==> config.mk <==
export PLATFORM = sky130hd
export DESIGN_NAME = usb_output
export DESIGN_NICKNAME = d
export VERILOG_FILES = /design/src/rtl/usb_pkg.sv /design/src/rtl/usb_tx_fifo.sv /design/src/rtl/usb_output.sv
export SDC_FILE = /design/constraint.sdc
export NUM_CORES = 1
export LEC_CHECK = 0
export ABC_AREA = 1
export CAP_MARGIN = 20
export CORE_ASPECT_RATIO = 0.9
export CORE_MARGIN = 2
export CORE_UTILIZATION = 60
export CTS_BUF_LIST = sky130_fd_sc_hd__clkbuf_8
export DETAILED_ROUTE_END_ITERATION = 8
export DONT_BUFFER_PORTS = 1
export PLACE_DENSITY = 0.82
export SLEW_MARGIN = 20
export SYNTH_ARGS = -nofsm -noshare
export SYNTH_HDL_FRONTEND = slang
export SYNTH_HIERARCHICAL = 1
export SYNTH_SLANG_ARGS = --single-unit
export TNS_END_PERCENT = 1
==> constraint.sdc <==
create_clock -name clk -period 2.3 [get_ports clk]
set_clock_uncertainty 0.15 [all_clocks]
set_input_delay 0 -clock clk [delete_from_list [all_inputs] [get_ports clk]]
set_output_delay 0 -clock clk [all_outputs]
set_load 0.05 [all_outputs]
==> src/rtl/usb_pkg.sv <==
// usb_pkg: shared FSM state numbering and default timing constants
// for the FT245-style USB FIFO controllers (receive and transmit).
package usb_pkg;

    typedef enum logic [3:0] {
        ST_IDLE    = 4'd0,
        ST_CHECK   = 4'd1,
        ST_SETUP   = 4'd2,
        ST_STROBE  = 4'd3,
        ST_HOLD    = 4'd4,
        ST_RECOVER = 4'd5,
        ST_SIWU    = 4'd6
    } state_t;

    localparam int DEF_DEPTH       = 16;
    localparam int DEF_SETUP_CYC   = 2;
    localparam int DEF_WR_CYC      = 4;
    localparam int DEF_HOLD_CYC    = 2;
    localparam int DEF_RECOVER_CYC = 6;
    localparam int DEF_FLUSH_IDLE  = 1024;

    function automatic int max4(input int a, input int b,
                                input int c, input int d);
        int m;
        m = a;
        if (b > m) m = b;
        if (c > m) m = c;
        if (d > m) m = d;
        return m;
    endfunction

endpackage

==> src/rtl/usb_tx_fifo.sv <==
// usb_tx_fifo: synchronous first-word-fall-through byte FIFO;
// dout is valid whenever empty is low.
module usb_tx_fifo #(
    parameter int DEPTH = 16,
    localparam int AW   = $clog2(DEPTH)
) (
    input  logic        clk,
    input  logic        reset_n,
    input  logic        push,
    input  logic        pop,
    input  logic [7:0]  din,
    output logic [7:0]  dout,
    output logic        full,
    output logic        empty,
    output logic [AW:0] count
);

    logic [7:0]    mem [DEPTH];
    logic [AW-1:0] wp;
    logic [AW-1:0] rp;
    logic          do_push;
    logic          do_pop;

    assign full    = (count == (AW+1)'(DEPTH));
    assign empty   = (count == '0);
    assign do_push = push & ~full;
    assign do_pop  = pop & ~empty;
    assign dout    = mem[rp];

    // storage array, no reset needed
    always_ff @(posedge clk) begin
        if (do_push) mem[wp] <= din;
    end

    // pointers wrap naturally; count tracks occupancy
    always_ff @(posedge clk or negedge reset_n) begin
        if (!reset_n) begin
            wp    <= '0;
            rp    <= '0;
            count <= '0;
        end else begin
            if (do_push) wp <= wp + 1'b1;
            if (do_pop)  rp <= rp + 1'b1;
            if (do_push && !do_pop)      count <= count + 1'b1;
            else if (!do_push && do_pop) count <= count - 1'b1;
        end
    end

endmodule

==> src/rtl/usb_output.sv <==
// usb_output: transmit controller for the FT245-style USB FIFO chip.
// Define USB_OUTPUT_SIWU_EN to enable the idle SI/WU flush pulse.
module usb_output
    import usb_pkg::*;
#(
    parameter int DEPTH       = DEF_DEPTH,
    parameter int SETUP_CYC   = DEF_SETUP_CYC,
    parameter int WR_CYC      = DEF_WR_CYC,
    parameter int HOLD_CYC    = DEF_HOLD_CYC,
    parameter int RECOVER_CYC = DEF_RECOVER_CYC,
    parameter int FLUSH_IDLE  = DEF_FLUSH_IDLE
) (
    input  logic       clk,
    input  logic       reset_n,
    input  logic [7:0] in,
    input  logic       in_valid,
    output logic       in_ready,
    output logic [7:0] data,
    output logic       data_oe,
    output logic       wr,
    input  logic       txe,
    output logic       siwu,
    output logic       busy,
    output logic [3:0] state
);

    localparam int MAXC = max4(SETUP_CYC, WR_CYC, HOLD_CYC, RECOVER_CYC);
    localparam int CW   = $clog2(MAXC) + 1;
    localparam int AW   = $clog2(DEPTH);

    if (DEPTH < 2 || (DEPTH & (DEPTH - 1)) != 0) begin : g_bad_depth
        $error("usb_output: DEPTH must be a power of two >= 2");
    end
    if (MAXC < 1 || SETUP_CYC < 1 || WR_CYC < 1 ||
        HOLD_CYC < 1 || RECOVER_CYC < 1) begin : g_bad_timing
        $error("usb_output: timing parameters must be >= 1");
    end
    if (FLUSH_IDLE < 1) begin : g_bad_flush
        $error("usb_output: FLUSH_IDLE must be >= 1");
    end

    state_t        st;
    logic [CW-1:0] cnt;
    logic          txe_m;
    logic          txe_s;
    logic          push;
    logic          pop;
    logic          full;
    logic          empty;
    logic [7:0]    head;
    logic [AW:0]   count;

    assign in_ready = ~full;
    assign push     = in_valid & in_ready;
    assign pop      = (st == ST_CHECK) && !txe_s;
    assign busy     = (count != '0) || (st != ST_IDLE);
    assign state    = st;

    // two-flop synchronizer; resets to "chip not ready"
    always_ff @(posedge clk or negedge reset_n) begin
        if (!reset_n) begin
            txe_m <= 1'b1;
            txe_s <= 1'b1;
        end else begin
            txe_m <= txe;
            txe_s <= txe_m;
        end
    end

    usb_tx_fifo #(.DEPTH(DEPTH)) u_fifo (
        .clk     (clk),
        .reset_n (reset_n),
        .push    (push),
        .pop     (pop),
        .din     (in),
        .dout    (head),
        .full    (full),
        .empty   (empty),
        .count   (count)
    );

`ifdef USB_OUTPUT_SIWU_EN
    localparam int IW = $clog2(FLUSH_IDLE + 1);
    logic          siwu_q;
    logic          written;
    logic [IW-1:0] idle_cnt;
    assign siwu = siwu_q;
`else
    assign siwu = 1'b1;
`endif

    // write-cycle sequencer with registered pad outputs
    always_ff @(posedge clk or negedge reset_n) begin
        if (!reset_n) begin
            st      <= ST_IDLE;
            cnt     <= '0;
            data    <= '0;
            data_oe <= 1'b0;
            wr      <= 1'b0;
`ifdef USB_OUTPUT_SIWU_EN
            siwu_q   <= 1'b1;
            written  <= 1'b0;
            idle_cnt <= '0;
`endif
        end else begin
            case (st)
                ST_IDLE: begin
                    if (!empty && !txe_s) begin
                        st <= ST_CHECK;
`ifdef USB_OUTPUT_SIWU_EN
                        idle_cnt <= '0;
                    end else if (written && empty && !push) begin
                        if (idle_cnt == IW'(FLUSH_IDLE - 1)) begin
                            st       <= ST_SIWU;
                            siwu_q   <= 1'b0;
                            cnt      <= CW'(WR_CYC - 1);
                            idle_cnt <= '0;
                        end else begin
                            idle_cnt <= idle_cnt + 1'b1;
                        end
                    end else begin
                        idle_cnt <= '0;
`endif
                    end
                end
                ST_CHECK: begin
                    if (!txe_s) begin
                        data    <= head;
                        data_oe <= 1'b1;
                        cnt     <= CW'(SETUP_CYC - 1);
                        st      <= ST_SETUP;
`ifdef USB_OUTPUT_SIWU_EN
                        written <= 1'b1;
`endif
                    end else begin
                        st <= ST_IDLE;
                    end
                end
                ST_SETUP: begin
                    if (cnt == '0) begin
                        wr  <= 1'b1;
                        cnt <= CW'(WR_CYC - 1);
                        st  <= ST_STROBE;
                    end else begin
                        cnt <= cnt - 1'b1;
                    end
                end
                ST_STROBE: begin
                    if (cnt == '0) begin
                        wr  <= 1'b0;
                        cnt <= CW'(HOLD_CYC - 1);
                        st  <= ST_HOLD;
                    end else begin
                        cnt <= cnt - 1'b1;
                    end
                end
                ST_HOLD: begin
                    if (cnt == '0) begin
                        data_oe <= 1'b0;
                        cnt     <= CW'(RECOVER_CYC - 1);
                        st      <= ST_RECOVER;
                    end else begin
                        cnt <= cnt - 1'b1;
                    end
                end
                ST_RECOVER: begin
                    if (cnt == '0) st <= ST_IDLE;
                    else           cnt <= cnt - 1'b1;
                end
`ifdef USB_OUTPUT_SIWU_EN
                ST_SIWU: begin
                    if (cnt == '0) begin
                        siwu_q  <= 1'b1;
                        written <= 1'b0;
                        st      <= ST_IDLE;
                    end else begin
                        cnt <= cnt - 1'b1;
                    end
                end
`endif
                default: begin
                    st      <= ST_IDLE;
                    wr      <= 1'b0;
                    data_oe <= 1'b0;
`ifdef USB_OUTPUT_SIWU_EN
                    siwu_q  <= 1'b1;
`endif
                end
            endcase
        end
    end

endmodule

==> Word level (Yosys, flattened, before mapping) <==
Memory sizes are Yosys's and may differ from the RTL's. A register that Yosys moved wholly into a read port is not among the register bits.
Index checks and enable logic that the tools add are counted.
{ "word_totals": {"rom_bits": 0, "memories": 1, "regBits": 25, "input_bits": 12, "mem_bits_rw": 128, "latchBits": 0} }
{ "classes": {"muxes": 22, "n_reduce_logical": 24, "n_shift": 0, "order_cmp": 0, "n_eq_ne": 13, "multipliers": 0, "add_sub_neg": 5, "div": 0, "bitwise_logic": 8} }
{ "mem_list": {"columns": ["memory", "words", "word_bits", "rd", "rd_clocked_by_memory_dff", "write_ports", "line", "source"], "rows": [
  ["u_fifo.mem", 16, 8, 1, 1, 1, "usb_tx_fifo.sv:18", "logic [7:0] mem [DEPTH];"]
]} }
{ "op_table": {"columns": ["cell", "n"], "rows": [
  ["two-way mux 4 bit", 10],
  ["case mux 4 bit (6 select lines)", 1],
  ["case mux 4 bit (5 select lines)", 1],
  ["inequality test 2 bit (second input constant)", 7],
  ["two-way mux 5 bit", 2],
  ["nonzero test 5 bit", 2],
  ["AND reduction 3 bit", 3],
  ["adder 4 x 1 -> 4 bit (second input constant)", 2],
  ["== test 4 x 2 -> 1 bit (second input constant)", 2],
  ["== test 4 x 3 -> 1 bit (second input constant)", 2],
  ["logical NOT 4 bit", 2],
  ["OR reduction 4 bit", 2],
  ["case mux 1 bit (3 select lines)", 2],
  ["adder 5 x 1 -> 5 bit (second input constant)", 1],
  ["== test 5 bit (second input constant)", 1],
  ["logical NOT 1 bit", 5],
  ["logical NOT 5 bit", 1],
  ["two-way mux 1 bit", 5],
  ["NOT 1 bit", 5],
  ["AND reduction 5 bit", 1],
  ["subtractor 5 x 1 -> 5 bit (second input constant)", 1],
  ["== test 4 x 1 -> 1 bit (second input constant)", 1],
  ["logical AND 1 bit", 4],
  ["nonzero test 4 bit", 1],
  ["other kinds (6)", 8]
]} }

==> Depth between registers and ports, before layout <==
{ "logic_depth": {"word_depth": 8, "ltp_mapped": 18, "depth_no_buf": 16} }

==> By module <==
Netlist, hierarchy kept.
{ "modules_own_cells": {"columns": ["module", "area_each_um2", "instances", "cells_per_inst"], "rows": [
  ["usb_tx_fifo", 6218.5, 1, 620],
  ["usb_output", 1057.3, 1, 142]
]} }

==> Worst setup path before layout <==
No wires, ideal clock.
{ "synth_timing": {"kind": "register to register", "start": "register st[1] (netlist: state[1])", "end": "register u_fifo.count[4]", "slack_ns": -0.437, "required_ns": 2.033, "arrival_ns": 2.470, "path_buffers": 2, "setup_time_ns": 0.117, "path_stages_with_launch": 18, "period_less_slack_ns": 2.737, "cell_sequence": "dfrtp_1 > buf_4 > inv_2 > nand2_1 > inv_2 > nand2_1 > nor2_2 > buf_4 > nand2_1 > ha_1 > inv_1 > fa_1 > nand2_1 > nand3_1 > nand3_1 > nand2_1 > nand2_1 > nand2_1"} }
{ "synth_between": {"elab_chain_cells": 6, "word_cells_on_any_way": 8, "cone_classes": "eq/ne (1); mux (1); bitwise (1); reduce/logical (5)"} }
{ "synth_rtl": {"columns": ["item", "line", "source"], "rows": [
  ["start, declared", "usb_output.sv:42", "state_t st;"],
  ["start signal, assigned", "usb_output.sv:95", "st <= ST_IDLE;"],
  ["start signal, assigned", "usb_output.sv:109", "st <= ST_CHECK;"],
  ["start signal, assigned", "usb_output.sv:131", "st <= ST_SETUP;"],
  ["== test 4 x 1 -> 1 bit *", "usb_output.sv:55", "assign pop = (st == ST_CHECK) && !txe_s;"],
  ["logical AND 1 bit *", "usb_output.sv:55", null],
  ["via pop", "usb_output.sv:47", "logic pop;"],
  ["bitwise AND 1 bit *", "usb_tx_fifo.sv:27", "assign do_pop = pop & ~empty;"],
  ["logical NOT 1 bit", "usb_tx_fifo.sv:44", "if (do_push && !do_pop) count <= count + 1'b1;"],
  ["logical AND 1 bit", "usb_tx_fifo.sv:44", null],
  ["two-way mux 5 bit or nonzero test 2 bit (tied branches)", null, null],
  ["end signal, assigned", "usb_tx_fifo.sv:44", null],
  ["end signal, assigned", "usb_tx_fifo.sv:45", "else if (!do_push && do_pop) count <= count - 1'b1;"],
  ["end, declared", "usb_tx_fifo.sv:15", "output logic [AW:0] count"]
]} }
The timed path passes the listed nets; every way through them passes the cells marked *.
A chain may end at the register's enable or synchronous reset.

==> Worst setup path after layout <==
{ "layout_timing": {"start": "register u_fifo.count[2]", "end": "register u_fifo.count[3]"} }
{ "layout_between": {"elab_chain_cells": 7, "word_cells_on_any_way": 16, "cone_classes": "add/sub (2); eq/ne (1); mux (2); bitwise (5); reduce/logical (6)"} }
{ "layout_rtl": {"columns": ["item", "line", "source"], "rows": [
  ["== test 5 bit *", "usb_tx_fifo.sv:24", "assign full = (count == (AW+1)'(DEPTH));"],
  ["via full", "usb_output.sv:48", "logic full;"],
  ["NOT 1 bit *", "usb_output.sv:53", "assign in_ready = ~full;"],
  ["bitwise AND 1 bit *", "usb_output.sv:54", "assign push = in_valid & in_ready;"],
  ["via push", "usb_output.sv:46", "logic push;"],
  ["bitwise AND 1 bit *", "usb_tx_fifo.sv:26", "assign do_push = push & ~full;"],
  ["via u_fifo.do_push", "usb_tx_fifo.sv:21", "logic do_push;"],
  ["logical NOT 1 bit", "usb_tx_fifo.sv:45", null],
  ["logical AND 1 bit", "usb_tx_fifo.sv:45", null],
  ["nonzero test 2 bit (no line)", null, null]
]} }
The timed path passes the listed nets; every way through them passes the cells marked *. The select of a mux whose other input is x is not followed.

==> metrics.cfg <==
[grt]
gr-usage-all-layers_pct = 26.23
grt_max_degree = 53
antenna_found_initial = 0
grt_pass1_wl_mm = 25.29
grt-ovfl-total = 0
grt_pass1_vias = 4932

[route]
wl_met2_mm = 7.850
wl_mm = 16.21
dr.pass1.iters = 5
vias_per_cell = 5.393
drcViolationCount = 0
vias = 5285
met3WireLength_mm = 1.324
routedWlPerCell_um = 16.54
dr.first_iter.drc_count = 615
met1_length_mm = 6.597
highest_layer = met4
antenna_left = 0

[power]
pwr-share-clk_pct = 20.7
fin_total_pwr_mw = 10.16
combinationalPowerShare_pct = 38.8
switching_share_pct = 41.82
peakVddDrop_uv = 878.9
power_frac_seq_pct = 40.5
p_leak_nw = 3.645
p_sw_mw = 4.248
power.density_nw_per_um2 = 1231
p_int_mw = 5.910

[setup_path]
ff2ff_setup_slack_ps = 120
cpMostUsedCell = nand3_1
cp_slowest_cell = dfrtp_2
worstSetupEndpoint = u_fifo/count[3]
critPathLaunchType = register
r2r-end = u_fifo/count[3]
cp_max_fo = 5
cpLargestDelayFamily = simple AND/OR/NAND/NOR gates
crit_buf_inv = 3
r2r_start = u_fifo/count[2]
end_kind = register
worstSetupStartpoint = u_fifo/count[2]
crit_chain = nor2_2 -> nand4_1 -> inv_1 -> nor2_1 -> nand2_1 -> inv_2 -> ha_4 -> inv_6 -> ha_1 -> nand3_1 -> nand3_1 -> nand2_1 -> nand3_1 -> o21ai_0
cp.arrival_ps = 2400
setup.worst_path.class = reg2reg
reg2reg_depth = 14
critical_path_depth = 14
max_stage_delay_ps = 450
cp.required_ps = 2510

[layout]
multi_input_area_um2 = 2223
layout.nets = 832
fill_cells = 809
insertedDiodeCount = 0
mostFrequentLayoutCell = nand2_1
layout_common_cells = 294 x nand2_1, 128 x edfxtp_1, 79 x inv_1
synthToLayoutAreaGrowth_pct = 13.38
seq_area_um2 = 4654
drive_gt1_share_pct = 12.44
fin_cells = 980

[outcome]
run_status = finished, final reports clean

[sta]
finalWorstSetupSlack_ps = 116.0
hold_viol = 0
rsz0062_at_grt = yes
finalCritPeriodShare_pct = 94.96
min_period_ps = 2184
setup_violations = 0
tightest_slew_ps = 790.1
slew_headroom_pct = 47.16
clock.fmax_mhz = 457.9
slew_violations = 0

[logic_synthesis]
synthCells = 762
yosysWarnings = 6
synth-seq-cells = 160
yosysSeqAreaShare_pct = 63.87
ys_types = 29
synth.avg_cell_area_um2 = 9.548
syn_nets = 787
netlist_area_um2 = 7276

[clock_tree]
numCtsBuffers = 17
h-tree-depth = 4
root_buffer = clkbuf_8
cts_buffer_depth = 2
cts_tree = yes
clk_pin_slew_ps = 80
clk_latency_ps = 460
clock_sinks = 160

[hold_path]
hp-class = reg2reg

[floorplan]
core_um2 = 11930
start_util_pct = 60.97
dieArea_um2 = 13020
ioPinCount = 29
die_w_um = 120.1
die_h_um = 108.5
rows = 38

[flow_run]
maxCapViolCount = 0

[place]
numPlacedInstances = 926
port_buffers = 0
dp_hpwl_mm = 9.963
post-place-ws_ps = 91.27
gp_congestion = 0.8536

## worst reg2reg max path, delay by kind of cell, from the launching register on
family / cells / cell delay, ps
buffers and inverters: 3 / 240
AND/OR/NAND/NOR: 8 / 730
AO/OA/AOI/OAI: 1 / 90
flip-flops: 1 / 450
adder cells (fa/ha/maj): 2 / 430
## worst min path at each step
stage	startpoint	to	slack (ps)	cells past startpoint
2_1_floorplan	reset_n	cnt[0]	-450	0
3_3_place_gp	reset_n	cnt[1]	-450	0
3_5_place_dp	reset_n	cnt[1]	-450	0
4_1_cts	txe_m	txe_s	210	0
5_1_grt	txe_m	txe_s	220	0
6_report	txe_m	txe_s	210	0
## state kept, by name (all words and copies together) (netlist names)
name / cells
u_fifo/mem: 128
data: 8
u_fifo/count: 5
cnt: 4
u_fifo/rp: 4
u_fifo/wp: 4
state: 3
data_oe: 1
txe_m: 1
txe_s: 1
wr: 1
## synthesized netlist by cell type, drive strengths merged
library cell | instances | area [um^2]
dfstp | 2 | 52.55
xor2 | 4 | 35.03
nand2 | 299 | 1127
o21ai | 17 | 85.08
nand3 | 62 | 315.3
edfxtp | 128 | 3844
o211ai | 1 | 12.51
ha | 12 | 150.1
nand4 | 5 | 31.28
xnor2 | 5 | 43.79
nor3 | 1 | 5.000
fa | 1 | 20.02
clkbuf | 3 | 11.26
conb | 2 | 7.510
nor2 | 81 | 321.5
a21oi | 2 | 13.76
inv | 85 | 319.1
buf | 22 | 130.1
dfrtp | 30 | 750.7
## area by class of cell
class	count	share of cell area (%)
clock buffer	17	2.836
clock inverter	15	2.093
inverter	85	3.928
multi-input combinational	492	26.95
sequential	160	56.42
tap	160	2.427
timing repair buffer	51	5.339
## routing by layer
layer / track usage, % / up-vias
met1: 34.95 / 2476
li1: - / 2517
met5: 0 / -
met2: 41.76 / 259
met4: 11.26 / 0
met3: 6.171 / 33
## power groups by stage
stage               Clock, mW  Sequential (mW)  Combinational (mW)
global route             2.23             4.16                4.36
detailed placement          0             4.17                3.63
finish                   2.11             4.12                3.94
floorplan                   0             4.21                2.63
CTS                      2.12             4.11                3.75
global placement            0             4.15                3.48
## logic make-up after synthesis
group | share of synthesized area, %
and+or+nand+nor | 24.75
DFF | 63.87
buffers and inverters | 6.328
AOI/OAI and AO/OA | 1.530
adders and majority gates | 2.339
xor gates and xnor gates | 1.083
other | 0.1032
## per-stage QoR
step | setup TNS (ps) | instance area [um^2] | hold WS, ps | util, %
after CTS | 0 | 8192 | 210.6 | 68.64
after global routing | -74.44 | 8249 | 217.6 | 69.12
after global placement | 0 | 7615 | -445.1 | 63.81
after floorplan | -12.36 | 7345 | -445.6 | -
final | 0 | 8249 | 209.3 | 69.12
after detailed placement | 0 | 7615 | -445.2 | 63.81
## what timing repair did
action	4_1_cts	5_1_grt
setup buffers	0	7
gates resized for setup	0	4
endpoints found under the setup margin	0	10
hold endpoints to repair	168	0
hold buffers	15	0
Power figures use the tool's default switching activity.
